[config.mk]
export PLATFORM = sky130hd
export DESIGN_NAME = rr_stream_arbiter
export DESIGN_NICKNAME = d
export VERILOG_FILES = /design/src/rtl/stream_pkg.sv /design/src/rtl/rr_priority_pick.sv /design/src/rtl/single_stage_pipeline_reg.sv /design/src/rtl/rr_stream_arbiter.sv
export SDC_FILE = /design/constraint.sdc
export NUM_CORES = 1
export LEC_CHECK = 0
export ABC_CLOCK_PERIOD_IN_PS = 8050
export CAP_MARGIN = 20
export CORE_AREA = 8 8 97 99
export DETAILED_ROUTE_END_ITERATION = 10
export DIE_AREA = 0 0 105 107
export GPL_ROUTABILITY_DRIVEN = 0
export PLACE_DENSITY = 0.86
export SETUP_SLACK_MARGIN = 0.05
export SYNTH_ARGS = -nofsm -noshare
export SYNTH_HDL_FRONTEND = slang
export SYNTH_SLANG_ARGS = --single-unit
export TNS_END_PERCENT = 30
[constraint.sdc]
create_clock -name clk -period 8.05 [get_ports clk]
set_input_delay 1.2075 -clock clk [delete_from_list [all_inputs] [get_ports clk]]
set_output_delay 1.2075 -clock clk [all_outputs]
set_load 0.03 [all_outputs]
[src/rtl/stream_pkg.sv]
// -----------------------------------------------------------------------------
// stream_pkg
// Shared definitions for the round-robin stream arbiter slice.
//   DEFAULT_WIDTH : default payload width per beat.
//   arb_state_e   : arbiter FSM encoding (IDLE = no packet open,
//                   LOCKED = packet open, grant pinned to one requester).
//   Stage word    : packed as {id, last, data}. data occupies the low WIDTH
//                   bits, last sits at bit WIDTH, id occupies the top IDW bits.
// -----------------------------------------------------------------------------
package stream_pkg;

    localparam int DEFAULT_WIDTH = 32;

    typedef enum logic {
        ST_IDLE   = 1'b0,
        ST_LOCKED = 1'b1
    } arb_state_e;

    // Width of the stage word {id, last, data}.
    function automatic int stage_width(input int width, input int idw);
        return width + idw + 1;
    endfunction

endpackage

[src/rtl/rr_priority_pick.sv]
// -----------------------------------------------------------------------------
// rr_priority_pick
// Combinational rotate-priority picker. The search starts at ptr+1 (mod N)
// and wraps, so the requester at ptr has the lowest priority.
// Ports:
//   req_i         in  N    request bits
//   ptr_i         in  IDW  last-served index
//   grant_oh_o    out N    one-hot grant (all zero when no request)
//   grant_idx_o   out IDW  index of the granted requester (0 when none)
//   grant_valid_o out 1    at least one request present
// -----------------------------------------------------------------------------
module rr_priority_pick #(
    parameter int N   = 4,
    parameter int IDW = $clog2(N)
) (
    input  logic [N-1:0]   req_i,
    input  logic [IDW-1:0] ptr_i,
    output logic [N-1:0]   grant_oh_o,
    output logic [IDW-1:0] grant_idx_o,
    output logic           grant_valid_o
);

    always_comb begin
        logic           found;
        logic [IDW-1:0] idx;
        found         = 1'b0;
        idx           = '0;
        grant_oh_o    = '0;
        grant_idx_o   = '0;
        // Walk the N candidates in priority order; the first hit wins.
        for (int i = 1; i <= N; i++) begin
            idx = IDW'((int'(ptr_i) + i) % N);
            if (!found && req_i[idx]) begin
                found            = 1'b1;
                grant_oh_o[idx]  = 1'b1;
                grant_idx_o      = idx;
            end
        end
        grant_valid_o = found;
    end

endmodule

[src/rtl/single_stage_pipeline_reg.sv]
// -----------------------------------------------------------------------------
// single_stage_pipeline_reg
// One-entry valid/ready register stage with full throughput: it accepts a new
// word in the same cycle the held word is drained.
// Handshake: a word moves when valid && ready are both high on a rising edge;
// valid never depends combinationally on ready of the same interface, and the
// held word stays stable while out_valid_o && !out_ready_i.
// Ports:
//   clk_i, resetn_i        clock, synchronous active-low reset
//   in_valid_i/in_ready_o  upstream handshake (in_ready_o = stage free)
//   in_data_i              upstream word
//   out_valid_o/out_ready_i downstream handshake
//   out_data_o             registered word
// -----------------------------------------------------------------------------
module single_stage_pipeline_reg #(
    parameter int W = 32
) (
    input  logic         clk_i,
    input  logic         resetn_i,
    input  logic         in_valid_i,
    output logic         in_ready_o,
    input  logic [W-1:0] in_data_i,
    output logic         out_valid_o,
    input  logic         out_ready_i,
    output logic [W-1:0] out_data_o
);

    logic         valid_q;
    logic [W-1:0] data_q;

    assign in_ready_o  = !valid_q || out_ready_i;
    assign out_valid_o = valid_q;
    assign out_data_o  = data_q;

    always_ff @(posedge clk_i) begin
        if (!resetn_i) begin
            valid_q <= 1'b0;
            data_q  <= '0;
        end else if (in_ready_o) begin
            valid_q <= in_valid_i;
            // Data only updates on a real load so an idle stage keeps its
            // last word instead of capturing garbage.
            if (in_valid_i) begin
                data_q <= in_data_i;
            end
        end
    end

endmodule

[src/rtl/rr_stream_arbiter.sv]
// -----------------------------------------------------------------------------
// rr_stream_arbiter
// N-requester, packet-aware round-robin arbiter feeding one registered
// valid/ready stream. A grant is held from the first beat of a packet through
// the beat flagged last; the rotate pointer only moves at packet end.
// Handshake: a beat moves when valid && ready are high on a rising edge;
// in_ready is combinational from in_valid, state and out_ready; out_valid is
// registered and never depends on out_ready in the same cycle.
// Ports:
//   clk, resetn            clock, synchronous active-low reset
//   in_valid/in_ready      per-requester handshake (at most one ready high)
//   in_data                requester i at [i*WIDTH +: WIDTH]
//   in_last                per-requester end-of-packet flag
//   out_valid/out_ready    output handshake
//   out_data/out_id/out_last registered beat, its source index and last flag
//   dbg_state              current FSM state (observation only)
// -----------------------------------------------------------------------------
module rr_stream_arbiter
    import stream_pkg::*;
#(
    parameter  int WIDTH = DEFAULT_WIDTH,
    parameter  int N     = 4,
    localparam int IDW   = $clog2(N)
) (
    input  logic               clk,
    input  logic               resetn,
    input  logic [N-1:0]       in_valid,
    output logic [N-1:0]       in_ready,
    input  logic [N*WIDTH-1:0] in_data,
    input  logic [N-1:0]       in_last,
    output logic               out_valid,
    input  logic               out_ready,
    output logic [WIDTH-1:0]   out_data,
    output logic [IDW-1:0]     out_id,
    output logic               out_last,
    output arb_state_e         dbg_state
);

    localparam int SW = stage_width(WIDTH, IDW);

    arb_state_e     state_q, state_d;
    logic [IDW-1:0] ptr_q, ptr_d;
    logic [IDW-1:0] lock_id_q, lock_id_d;

    logic [N-1:0]   pick_oh;
    logic [IDW-1:0] pick_idx;
    logic           pick_valid;

    logic [N-1:0]   grant_oh;
    logic [IDW-1:0] grant_idx;
    logic           grant_valid;

    logic           stage_free;
    logic           accept;
    logic [SW-1:0]  stage_din;
    logic [SW-1:0]  stage_dout;

    rr_priority_pick #(
        .N   (N),
        .IDW (IDW)
    ) u_pick (
        .req_i         (in_valid),
        .ptr_i         (ptr_q),
        .grant_oh_o    (pick_oh),
        .grant_idx_o   (pick_idx),
        .grant_valid_o (pick_valid)
    );

    // While a packet is open the owner keeps the grant even with in_valid low;
    // that cycle is a bubble rather than a chance for someone else.
    always_comb begin
        grant_oh    = pick_oh;
        grant_idx   = pick_idx;
        grant_valid = pick_valid;
        if (state_q == ST_LOCKED) begin
            grant_oh            = '0;
            grant_oh[lock_id_q] = 1'b1;
            grant_idx           = lock_id_q;
            grant_valid         = 1'b1;
        end
    end

    assign in_ready  = (resetn && grant_valid && stage_free) ? grant_oh : '0;
    assign accept    = in_valid[grant_idx] && in_ready[grant_idx];
    assign stage_din = {grant_idx, in_last[grant_idx], in_data[grant_idx*WIDTH +: WIDTH]};

    always_comb begin
        state_d   = state_q;
        ptr_d     = ptr_q;
        lock_id_d = lock_id_q;
        if (accept) begin
            if (in_last[grant_idx]) begin
                state_d = ST_IDLE;
                ptr_d   = grant_idx;
            end else begin
                state_d   = ST_LOCKED;
                lock_id_d = grant_idx;
            end
        end
    end

    always_ff @(posedge clk) begin
        if (!resetn) begin
            state_q   <= ST_IDLE;
            lock_id_q <= '0;
            // ptr = N-1 makes requester 0 the first in line after reset.
            ptr_q     <= IDW'(N - 1);
        end else begin
            state_q   <= state_d;
            lock_id_q <= lock_id_d;
            ptr_q     <= ptr_d;
        end
    end

    single_stage_pipeline_reg #(
        .W (SW)
    ) u_stage (
        .clk_i       (clk),
        .resetn_i    (resetn),
        .in_valid_i  (accept),
        .in_ready_o  (stage_free),
        .in_data_i   (stage_din),
        .out_valid_o (out_valid),
        .out_ready_i (out_ready),
        .out_data_o  (stage_dout)
    );

    assign out_data  = stage_dout[WIDTH-1:0];
    assign out_last  = stage_dout[WIDTH];
    assign out_id    = stage_dout[WIDTH+1 +: IDW];
    assign dbg_state = state_q;

endmodule

=== Word-level counts from Yosys, hierarchy flattened ===
Index checks and enable logic that the tools add are counted.

* Output and inout bits: 41
* Flip-flop bits (word level): 41
* Input bits: 139
* Logic and storage cells: 85

* Magnitude comparators: 11
* Muxes and demuxes: 41
* Shift operators: 1
* Reduce and logical (&&, ||, !) cells: 19
* Bitwise gates (word level): 4
* Add/subtract/negate cells: 4

{| class="wikitable"
|+ Operators with widths
! operator !! number
|-
| $shiftx A128 B8 Y32 || 1
|-
| $mux W4 || 6
|-
| $lt A2 B3 Y1 const B || 6
|-
| $mux W1 || 18
|-
| $bmux W1 S2 || 7
|-
| $or A4 B4 Y4 || 3
|-
| $logic_and A1 B1 Y1 || 11
|-
| $demux W1 S2 || 5
|-
| $ge A2 B1 Y1 const B || 5
|-
| $mux W2 || 5
|-
| $reduce_and A2 Y1 || 3
|-
| $add A2 B1 Y2 const B || 2
|-
| $add A2 B2 Y2 const B || 2
|-
| $logic_not A1 Y1 || 4
|-
| $logic_or A1 B1 Y1 || 1
|-
| $not A1 Y1 || 1
|}

=== Longest topological paths before layout ===
* Depth after elaboration: 21
* Mapped depth: 15
* Mapped depth without buffers: 10

=== Cells and area by module ===
Synthesis repeated with hierarchy kept, for this count alone.

* Cells, all modules: 511
* Area, all modules: 3,570.9 um2

{| class="wikitable"
|+ Modules (own cells, without submodules)
! module !! sequential area each (um2) !! instances !! cells each !! area an instance (um2)
|-
| single_stage_pipeline_reg || 720.7 || 1 || 157 || 1,480.2
|-
| rr_stream_arbiter || 100.1 || 1 || 268 || 1,461.4
|-
| rr_priority_pick || 0.0 || 1 || 86 || 629.4
|}

=== Worst setup path after synthesis ===
No wires, ideal clock.

* Path kind: input port to output port
* From: in in_valid[2]
* To: out in_ready[0]
* Slack: 3.809 ns
* Path buffers: 2
* Cell stages on the path: 5
* Arrival: 3.033 ns
* Cell sequence: buf_2 -> mux4_2 -> buf_4 -> o211a_1 -> a211oi_1

* Longest elaborated chain between the ends: 16
* Elaborated cells between the ends (all ways): 30

{| class="wikitable"
|+ RTL lines
! item !! RTL line !! source
|-
| start: declaration || rr_stream_arbiter.sv:27 || <nowiki>input logic [N-1:0] in_valid,</nowiki>
|-
| $bmux W1 S2 || rr_priority_pick.sv:33 || <nowiki>if (!found && req_i[idx]) begin</nowiki>
|-
| $mux W1 (implied by the code) || rr_priority_pick.sv:33 ||
|-
| $mux W1 || rr_priority_pick.sv:33 ||
|-
| $logic_not A1 Y1 || rr_priority_pick.sv:33 ||
|-
| $logic_and A1 B1 Y1 || rr_priority_pick.sv:33 ||
|-
| $mux W1 || rr_priority_pick.sv:33 ||
|-
| $logic_not A1 Y1 || rr_priority_pick.sv:33 ||
|-
| $logic_and A1 B1 Y1 || rr_priority_pick.sv:33 ||
|-
| $mux W1 || rr_priority_pick.sv:33 ||
|-
| $logic_not A1 Y1 || rr_priority_pick.sv:33 ||
|-
| $logic_and A1 B1 Y1 || rr_priority_pick.sv:33 ||
|-
| $mux W1 || rr_priority_pick.sv:33 ||
|-
| $mux W1 || rr_stream_arbiter.sv:75 || <nowiki>if (state_q == ST_LOCKED) begin</nowiki>
|-
| $logic_and A1 B1 Y1 (2 in a row) || rr_stream_arbiter.sv:83 || <nowiki>assign in_ready = (resetn && grant_valid && stage_free) ? grant_oh : '0;</nowiki>
|-
| $mux W4 (*) || rr_stream_arbiter.sv:83 ||
|-
| end: declaration || rr_stream_arbiter.sv:28 || <nowiki>output logic [N-1:0] in_ready,</nowiki>
|}

Mark *: on every way between the ends. The rest lies on a longest branch, timed or not. The select of a mux whose other input is x is not followed.

=== Worst setup path in the final report ===
* From: in in_valid[3]
* To: out in_ready[2]

The elaborated chain is that of the path after synthesis.

==> impl_metrics.ini <==
[status]
status = finished clean

[sta]
fmax_ghz = 0.192
finalWorstSetupSlack_ns = 2.84
final.setup.tns_ns = 0
rsz0062_at_grt = false
setup_viol = 0
drv_slew = 0
tightest_slew_ns = 0.719
period_needed_ns = 5.21
slew_headroom_pct = 52.0
fin_crit_sh_pct = 64.8
finalHoldViolations = 0
skew_ns = 0.0200

[cts]
clock_sinks = 41
htree_levels = 2
cts.repair.resized = 0
cts_tree = built
cts_hold_buffers = 0
worst_skew_pair.late_latency_ns = 0.30
numCtsBuffers = 5
cts_setup_buffers = 0
clockBufferDepth = 2
cts_root_buf = clkbuf_8
clkSlewWorstSetupHoldPaths_ns = 0.07

[routing]
routedWlPerCell_um = 18.8
wl_met1_um = 4360
route.met3.wl_um = 1150
ant_nets = 0
drc = 0
routed_wl_um = 11700
drt_first_iter_violations = 165
wl_met2_um = 5910
first_pass_iters = 4
vias = 3498
vias_per_cell = 5.62
topRoutingLayerUsed = met4

[global_route]
grt.total_usage_pct = 19.8
antenna_found_initial = 0
grt_pass1_wl_um = 18200
grt_pass1_vias = 3660
grt_max_degree = 54
grt_overflow = 0

[critical_path]
crit_top_cell = clkdlybuf4s50_1
ff2ff_path_depth = 11
crit_type = primary input to output pin
slowest_stage = clkdlybuf4s50_1
cp.required_ns = 6.84
worstPathMaxFanout = 12
critPathMaxStageDelay_ns = 0.68
crit_cells = 7
arrival_ns = 4.01
cp_top_family = buffers and inverters
crit_chain = clkdlybuf4s50_1 -> mux4_2 -> nand2b_1 -> o31ai_1 -> o221ai_1 -> inv_1 -> clkdlybuf4s50_1
startpoint_type = primary input
end_kind = output pin
crit_buf_inv = 3

[placement]
dp_hpwl_um = 9460
dp_slack_ns = 2.59
portBuffers = 179

[final_layout]
layout.nets = 664
fillers = 657
syn2layout_area_growth_pct = 56.8
post-route-util_pct = 64.5
num_antenna_cells = 0
drive_above_1_share_pct = 4.84

[floorplan]
die_w_um = 105
die_y_um = 107
io_pins = 180
start_util_pct = 41.1
core-area_um2 = 7930
rows = 33
dieArea_um2 = 11200

[power_and_ir_drop]
power_leakage_nw = 1.98
p_per_area_nw_per_um2 = 301
peakVddDrop_mv = 0.131

[yosys]
syn-cell-area_um2 = 3260
async_flop_share_pct = 0
synth-seq-cells = 41
syn-num-nets = 512
yosys_warnings = 0
synth_cell_type_count = 57
syn_avg_cell_area_um2 = 8.94
ys_seq_area_share_pct = 25.2
synth_edf_count = 0
synth_ff_type = dfxtp_1
synthCells = 365

[min_path]
hold_depth = 2
hold_path.class = flip-flop to flip-flop

[flow_run]
max_cap_viol_count = 0
## where the power goes
part	internal [W]	leakage, nW	switching [W]
registers	0.000273	0.338	0.0000494
logic	0.000465	1.60	0.000614
clock network	0.0000679	0.0433	0.0000705
## final timing paths
| path | from | end | slack [ns] |
|---|---|---|---|
| worst max-delay path | in_valid[3] | in_ready[2] | 2.84 |
| worst min-delay path | u_stage.out_data_o[34]$_SDFFE_PN0P_ | u_stage.out_data_o[34]$_SDFFE_PN0P_ | 0.46 |
| worst max register to register | ptr_q[0]$_SDFFE_PN1P_ | u_stage.out_data_o[14]$_SDFFE_PN0P_ | 3.09 |
| worst min register to register | u_stage.out_data_o[34]$_SDFFE_PN0P_ | u_stage.out_data_o[34]$_SDFFE_PN0P_ | 0.46 |
## state kept, by name, indices dropped and copies added, names as in the netlist
| name | flops |
|---|---|
| ptr_q | 2 |
| lock_id_q | 2 |
| u_stage.out_data_o | 35 |
| u_stage.out_valid_o | 1 |
| dbg_state | 1 |
## through the flow
| stage | power, W | hold WS [ns] | cell area, µm² | std cells |
|---|---|---|---|---|
| floorplan | 0.00111 | 0.478 | 3260 | 365 |
| global placement | 0.00137 | 0.456 | 5020 | 615 |
| detailed placement | 0.00140 | 0.453 | 5020 | 615 |
| CTS | 0.00154 | 0.463 | 5110 | 622 |
| global route | 0.00165 | 0.501 | 5110 | 622 |
| finish | 0.00154 | 0.461 | 5110 | 622 |
## layer usage
layer  GRT usage, %  vias up
met4           6.42        0
met5              0        -
met2           35.2      165
met1           21.2     1607
met3           7.62       19
li1               -     1707
## synthesized netlist by cell type, drive strengths merged (2+ instances only)
cell,count,area (µm²)
clkbuf,15,60.1
nand3b,2,15.0
a221oi,2,17.5
nand2,11,41.3
a21oi,8,40.0
and3,3,18.8
mux4,4,90.1
nor2b,36,225
buf,24,149
a211oi,65,488
nor2,12,47.6
nor3,4,20.0
mux2i,41,410
mux2,3,37.5
o21ai,8,51.3
ha,8,100
inv,10,37.5
o221ai,2,23.8
a41o,2,20.0
nand2b,3,18.8
dfxtp,41,821
a21boi,4,30.0
and2,2,12.5
a31o,33,289
## cell families after synthesis
group | synth area share (%)
AND/OR/NAND/NOR | 13.6
multiplexers | 16.5
AO/OA/AOI/OAI | 34.1
adder cells (fa/ha/maj) | 3.07
buffers and inverters | 7.56
flip-flops | 25.2
## tightest hold or removal path: stages (launching register included)
cell and delay (ns):
dfxtp_1 0.31, nand3_1 0.05, o21ai_1 0.05
## placed cells by master (no fill, tap or decap), types with 2 or more instances in the layout
cell / count
a41o_1: 2
o21ai_1: 2
buf_4: 5
a21oi_1: 8
dfxtp_1: 41
ha_1: 8
inv_1: 10
nor3_1: 4
mux4_2: 4
and2_1: 2
nor2b_1: 36
nand3b_1: 2
a221oi_1: 2
a211oi_1: 65
a31o_1: 33
clkdlybuf4s50_1: 179
mux2i_1: 41
a21boi_1: 2
o21ai_0: 5
clkbuf_8: 6
nand2_1: 11
nand2b_1: 3
nor2_1: 11
and3_1: 3
a21boi_0: 2
## cell type report
class	instances	area, µm²	area share [%]
Multi-Input combinational cell	275	2210	43.1
Timing Repair Buffer	184	1830	35.8
Sequential cell	41	821	16.0
Tap cell	105	131	2.57
Clock buffer	6	82.6	1.61
Inverter	10	37.5	0.734
Clock inverter	1	7.51	0.147
Note: power is estimated with default switching activity, not from simulation.
==> patch 1 (same flow settings) <==
Make the reset (`resetn` and `resetn_i`) asynchronous in 2 clocked blocks. Comments in the files are not updated.
--- a/src/rtl/single_stage_pipeline_reg.sv
+++ b/src/rtl/single_stage_pipeline_reg.sv
@@ -32,7 +32,7 @@
     assign out_valid_o = valid_q;
     assign out_data_o  = data_q;
 
-    always_ff @(posedge clk_i) begin
+    always_ff @(posedge clk_i or negedge resetn_i) begin
         if (!resetn_i) begin
             valid_q <= 1'b0;
             data_q  <= '0;
--- a/src/rtl/rr_stream_arbiter.sv
+++ b/src/rtl/rr_stream_arbiter.sv
@@ -99,7 +99,7 @@
         end
     end
 
-    always_ff @(posedge clk) begin
+    always_ff @(posedge clk or negedge resetn) begin
         if (!resetn) begin
             state_q   <= ST_IDLE;
             lock_id_q <= '0;
Check against the original RTL: differs if resetn is asserted again (counterexample within 4 cycles, from zero or initial values and one cycle with resetn low); with resetn held inactive, the same outputs for 4 cycles.
==> patch 1 against the original RTL <==
Total power up 26%; sequential cell count unchanged; routed wire length down 3.5%; synthesized area down 2.0%; sequential power is 27% higher; utilization increased by 0.47 points; sequential share of layout area grew 3.9 points; setup slack got worse by 150 ps; design area is 0.73% higher; critical endpoint is now in_ready[3]; largest cell class unchanged.
==> patch 1: results <==
set metrics [dict create \
    r2r_cells 12 \
    status "finished, final reports clean" \
    vias_per_cell 5.54 \
    cts_resized 0 \
    slowest_stage "mux4_2" \
    drive_above_1_share_pct 24.1 \
    placedCellCount 499 \
    synth-seq-area-share_pct 32.2 \
    ys_types 44 \
    power_leakage_nw 2.09 \
    grt_pass1_wl_um 17700 \
    holdPathStages 1 \
    place_hpwl_um 9430 \
    nets 549 \
    rr_startpoint "ptr_q[0]" \
    skew_ps 5.22 \
    grt_antenna_before_repair 1 \
    grt_max_degree 43 \
    grt_pass1_vias 3254 \
    yosys-top-cells-count "39 x dfrtp_1, 36 x mux4_2, 27 x mux2_4" \
    peakVddDrop_mv 0.192 \
    crit_arrival_ps 4150 \
    drt_iter0_drc 169 \
    hp-start "u_stage.out_data_o[32]" \
    synth.top_cells.by_area "dfrtp_1 31%, mux4_2 25%, mux2_4 13%, mux2_2 3.9%, ha_1 3.1%" \
    holdPathEnd "u_stage.out_data_o[32]" \
    r2r-end "u_stage.out_data_o[5]" \
    grt_usage_pct 20.0 \
    relSlewSlack_pct 48.2 \
    syn-num-nets 377 \
    async_flop_share_pct 100 \
    routed_wl_um 11300 \
    synth_area_per_cell_um2 13.9 \
    r2r_slack_ps 3190 \
]
-- patch 1: cell count changes after synthesis, moves of 10 or more --
cell      change
a211oi_1     -64
dfxtp_1      -41
dfrtp_1      +39
mux2i_1      -34
a31o_1       -33
mux4_2       +32
nor2b_1      -31
mux2_4       +26
mux2_2       +10
-- patch 1: worst reg2reg max path, cell delays in order, from the launching register on --
cell and delay, ps:
dfstp_2 770, inv_1 180, ha_1 540, mux4_2 430
nand2b_1 190, and2_1 200, o21ai_4 570, buf_4 510
or3b_4 230, a21oi_4 80, a21oi_4 120, buf_4 500
mux2_2 430
-- patch 1: worst max path at each step --
| stage | startpoint | end | slack (ps) | cells after the start |
|---|---|---|---|---|
| 6_report | in_valid[2] | in_ready[3] | 2690 | 7 |
| 5_1_grt | ptr_q[0] | in_ready[1] | 2550 | 8 |
| 4_1_cts | ptr_q[0] | in_ready[3] | 2720 | 8 |
| 3_5_place_dp | in_valid[3] | u_stage.out_data_o[6] | 2590 | 11 |
| 3_3_place_gp | in_valid[3] | u_stage.out_data_o[7] | 2730 | 11 |
| 2_1_floorplan | ptr_q[1] | in_ready[1] | 3870 | 9 |
-- patch 1: metrics by stage --
| stage | worst slack, ps | hold slack (ps) | area [um2] | util, % |
|---|---|---|---|---|
| 3_3_place_gp | 2730 | 462 | 5050 | 63.7 |
| 5_1_grt | 2550 | 505 | 5150 | 65.0 |
| 3_5_place_dp | 2590 | 478 | 5050 | 63.7 |
| 6_report | 2690 | 492 | 5150 | 65.0 |
| 4_1_cts | 2720 | 495 | 5130 | 64.7 |
| 2_1_floorplan | 3870 | 556 | 3200 | - |
-- patch 1: cell type report --
class	count	area, um2
tap	105	131
timing repair buffer	183	1830
sequential	41	1030
fill	569	2780
inverter	8	30.0
clock buffer	5	68.8
multi-input combinational	163	2050
clock inverter	3	17.5
-- patch 1: metal layers --
metal	GRT usage (%)	share of wire, %
met1	21.2	34
met2	36.3	53
met3	7.14	9.9
met4	6.12	2.2
met5	0	0.098
-- patch 1: cell families (layout without fill, tap and decap cells) --
| kind of cell | after synthesis | count (layout) | share of synthesized area [%] |
|---|---|---|---|
| buf+inv | 26 | 199 | 4.42 |
| flops | 41 | 41 | 32.2 |
| fa+ha+maj | 8 | 8 | 3.13 |
| mux | 81 | 81 | 44.1 |
| simple gates | 40 | 40 | 7.12 |
| compound gates | 34 | 34 | 9.08 |
-- patch 1: report_power, final --
group	total, mW	switching [mW]	internal [mW]
clock network	0.134	0.0738	0.0598
logic	1.40	0.664	0.731
registers	0.409	0.0959	0.313
total	1.94	0.834	1.10
==> patch 2 (same settings) <==
Made on the original files. `N` is set to 4 in 2 places; all go to 2.
--- a/src/rtl/rr_priority_pick.sv
+++ b/src/rtl/rr_priority_pick.sv
@@ -10,7 +10,7 @@
 //   grant_valid_o out 1    at least one request present
 // -----------------------------------------------------------------------------
 module rr_priority_pick #(
-    parameter int N   = 4,
+    parameter int N   = 2,
     parameter int IDW = $clog2(N)
 ) (
     input  logic [N-1:0]   req_i,
--- a/src/rtl/rr_stream_arbiter.sv
+++ b/src/rtl/rr_stream_arbiter.sv
@@ -19,7 +19,7 @@
     import stream_pkg::*;
 #(
     parameter  int WIDTH = DEFAULT_WIDTH,
-    parameter  int N     = 4,
+    parameter  int N     = 2,
     localparam int IDW   = $clog2(N)
 ) (
     input  logic               clk,
Interface: changed (5 resized); port bits go from 180 to 109. No check against the original RTL was run, so the function may have changed too.
==> patch 2 against the original RTL <==
Combinational power is 83% lower; synthesized cell count is 40% lower; count of clock-buffer cells in the layout is 2 higher; sequential share of layout area is 9.8 points higher; total power is 64% lower; routed wire length is 50% lower; maximum frequency is 22% higher; sequential cell count is 3 lower; setup slack better by 940 ps; synthesized area is 49% lower; design area is 43% lower; utilization is 27 points lower; via count is 46% lower; worst hold slack better by 52 ps.
==> patch 2: results <==
set metrics [dict create \
    status "finished, final reports clean" \
    peakVddDrop_mv 0.0655 \
    synth-seq-area-share_pct 45.5 \
    use_met3_pct 4.98 \
    drt_iter0_drc 42 \
    grt_pass1_wl_um 9890 \
    port_buffers 108 \
    wl_per_cell_um 13.8 \
    wl_met3_um 562 \
    holdPathEnd "u_stage.out_data_o[33]" \
    nets 390 \
    vias_per_cell 4.43 \
    n_antenna_cell 0 \
    critPathMaxFanout 15 \
    synth.top_cells.by_area "dfxtp_1 46%, nand2_1 15%, a31oi_1 12%, o21ai_0 7.2%, o21ai_1 3.0%" \
    worst_pin_slew_ps 675 \
    ys_types 26 \
    largest_reg_flops 34 \
    swShare_pct 31.9 \
    synth_area_per_cell_um2 7.63 \
    met2WireLength_um 2760 \
    hp-start "u_stage.out_data_o[33]" \
    stdcell_count 425 \
    insertion_delay_ps 280 \
    seq_power_share_pct 39.4 \
    r2r_cells 5 \
    critPathMaxStageDelay_ps 830 \
    power_leakage_nw 1.11 \
    r2r-end "lock_id_q" \
    route.top_layer_used "met4" \
    yosys-top-cells-count "68 x nand2_1, 38 x dfxtp_1, 33 x a31oi_1" \
    use_met1_pct 11.2 \
    grt_max_degree 74 \
    pg_comb_uw 187 \
    r2r_slack_ps 5960 \
    crit_arrival_ps 3060 \
    holdPathStages 2 \
    placedCellCount 416 \
    skew_ps 7.53 \
    place_hpwl_um 4290 \
    endpoint "in_ready[1]" \
    met1_length_um 2500 \
    rr_startpoint "lock_id_q" \
    grt_usage_pct 10.5 \
    pg_seq_uw 220 \
    n_fill_cell 816 \
    syn-num-nets 290 \
    startpoint "resetn" \
    grt_pass1_vias 2076 \
    use_met2_pct 17.8 \
]
[patch 2: stage by stage]
stage	hold WS, ps	instance area (um2)	utilization, %	setup slack (ps)
floorplan	518	1670	-	4810
global placement	493	2810	35.5	3350
detailed placement	505	2810	35.5	3270
CTS	521	2920	36.9	3280
global route	544	2940	37.1	3690
finish	513	2940	37.1	3780
[patch 2: final cells by class]
| type | instances | share of cell area, % |
|---|---|---|
| clock buffer | 8 | 3.75 |
| sequential | 38 | 25.9 |
| multi-input combinational | 160 | 27.6 |
| tap | 105 | 4.47 |
| timing repair buffer | 112 | 38.1 |
| inverter | 2 | 0.255 |
[patch 2: cell families after synthesis]
logic type,count (synthesis),synth area share (%)
AOI/OAI and AO/OA,75,27.0
DFF,38,45.5
buffers and inverters,21,6.67
and+or+nand+nor,83,19.5
muxes,2,1.27
[patch 2: critical path: cells and delay by family]
family / cells / cell delay (ps)
buffers and inverters: 2 / 1520
and+or+nand+nor: 2 / 330
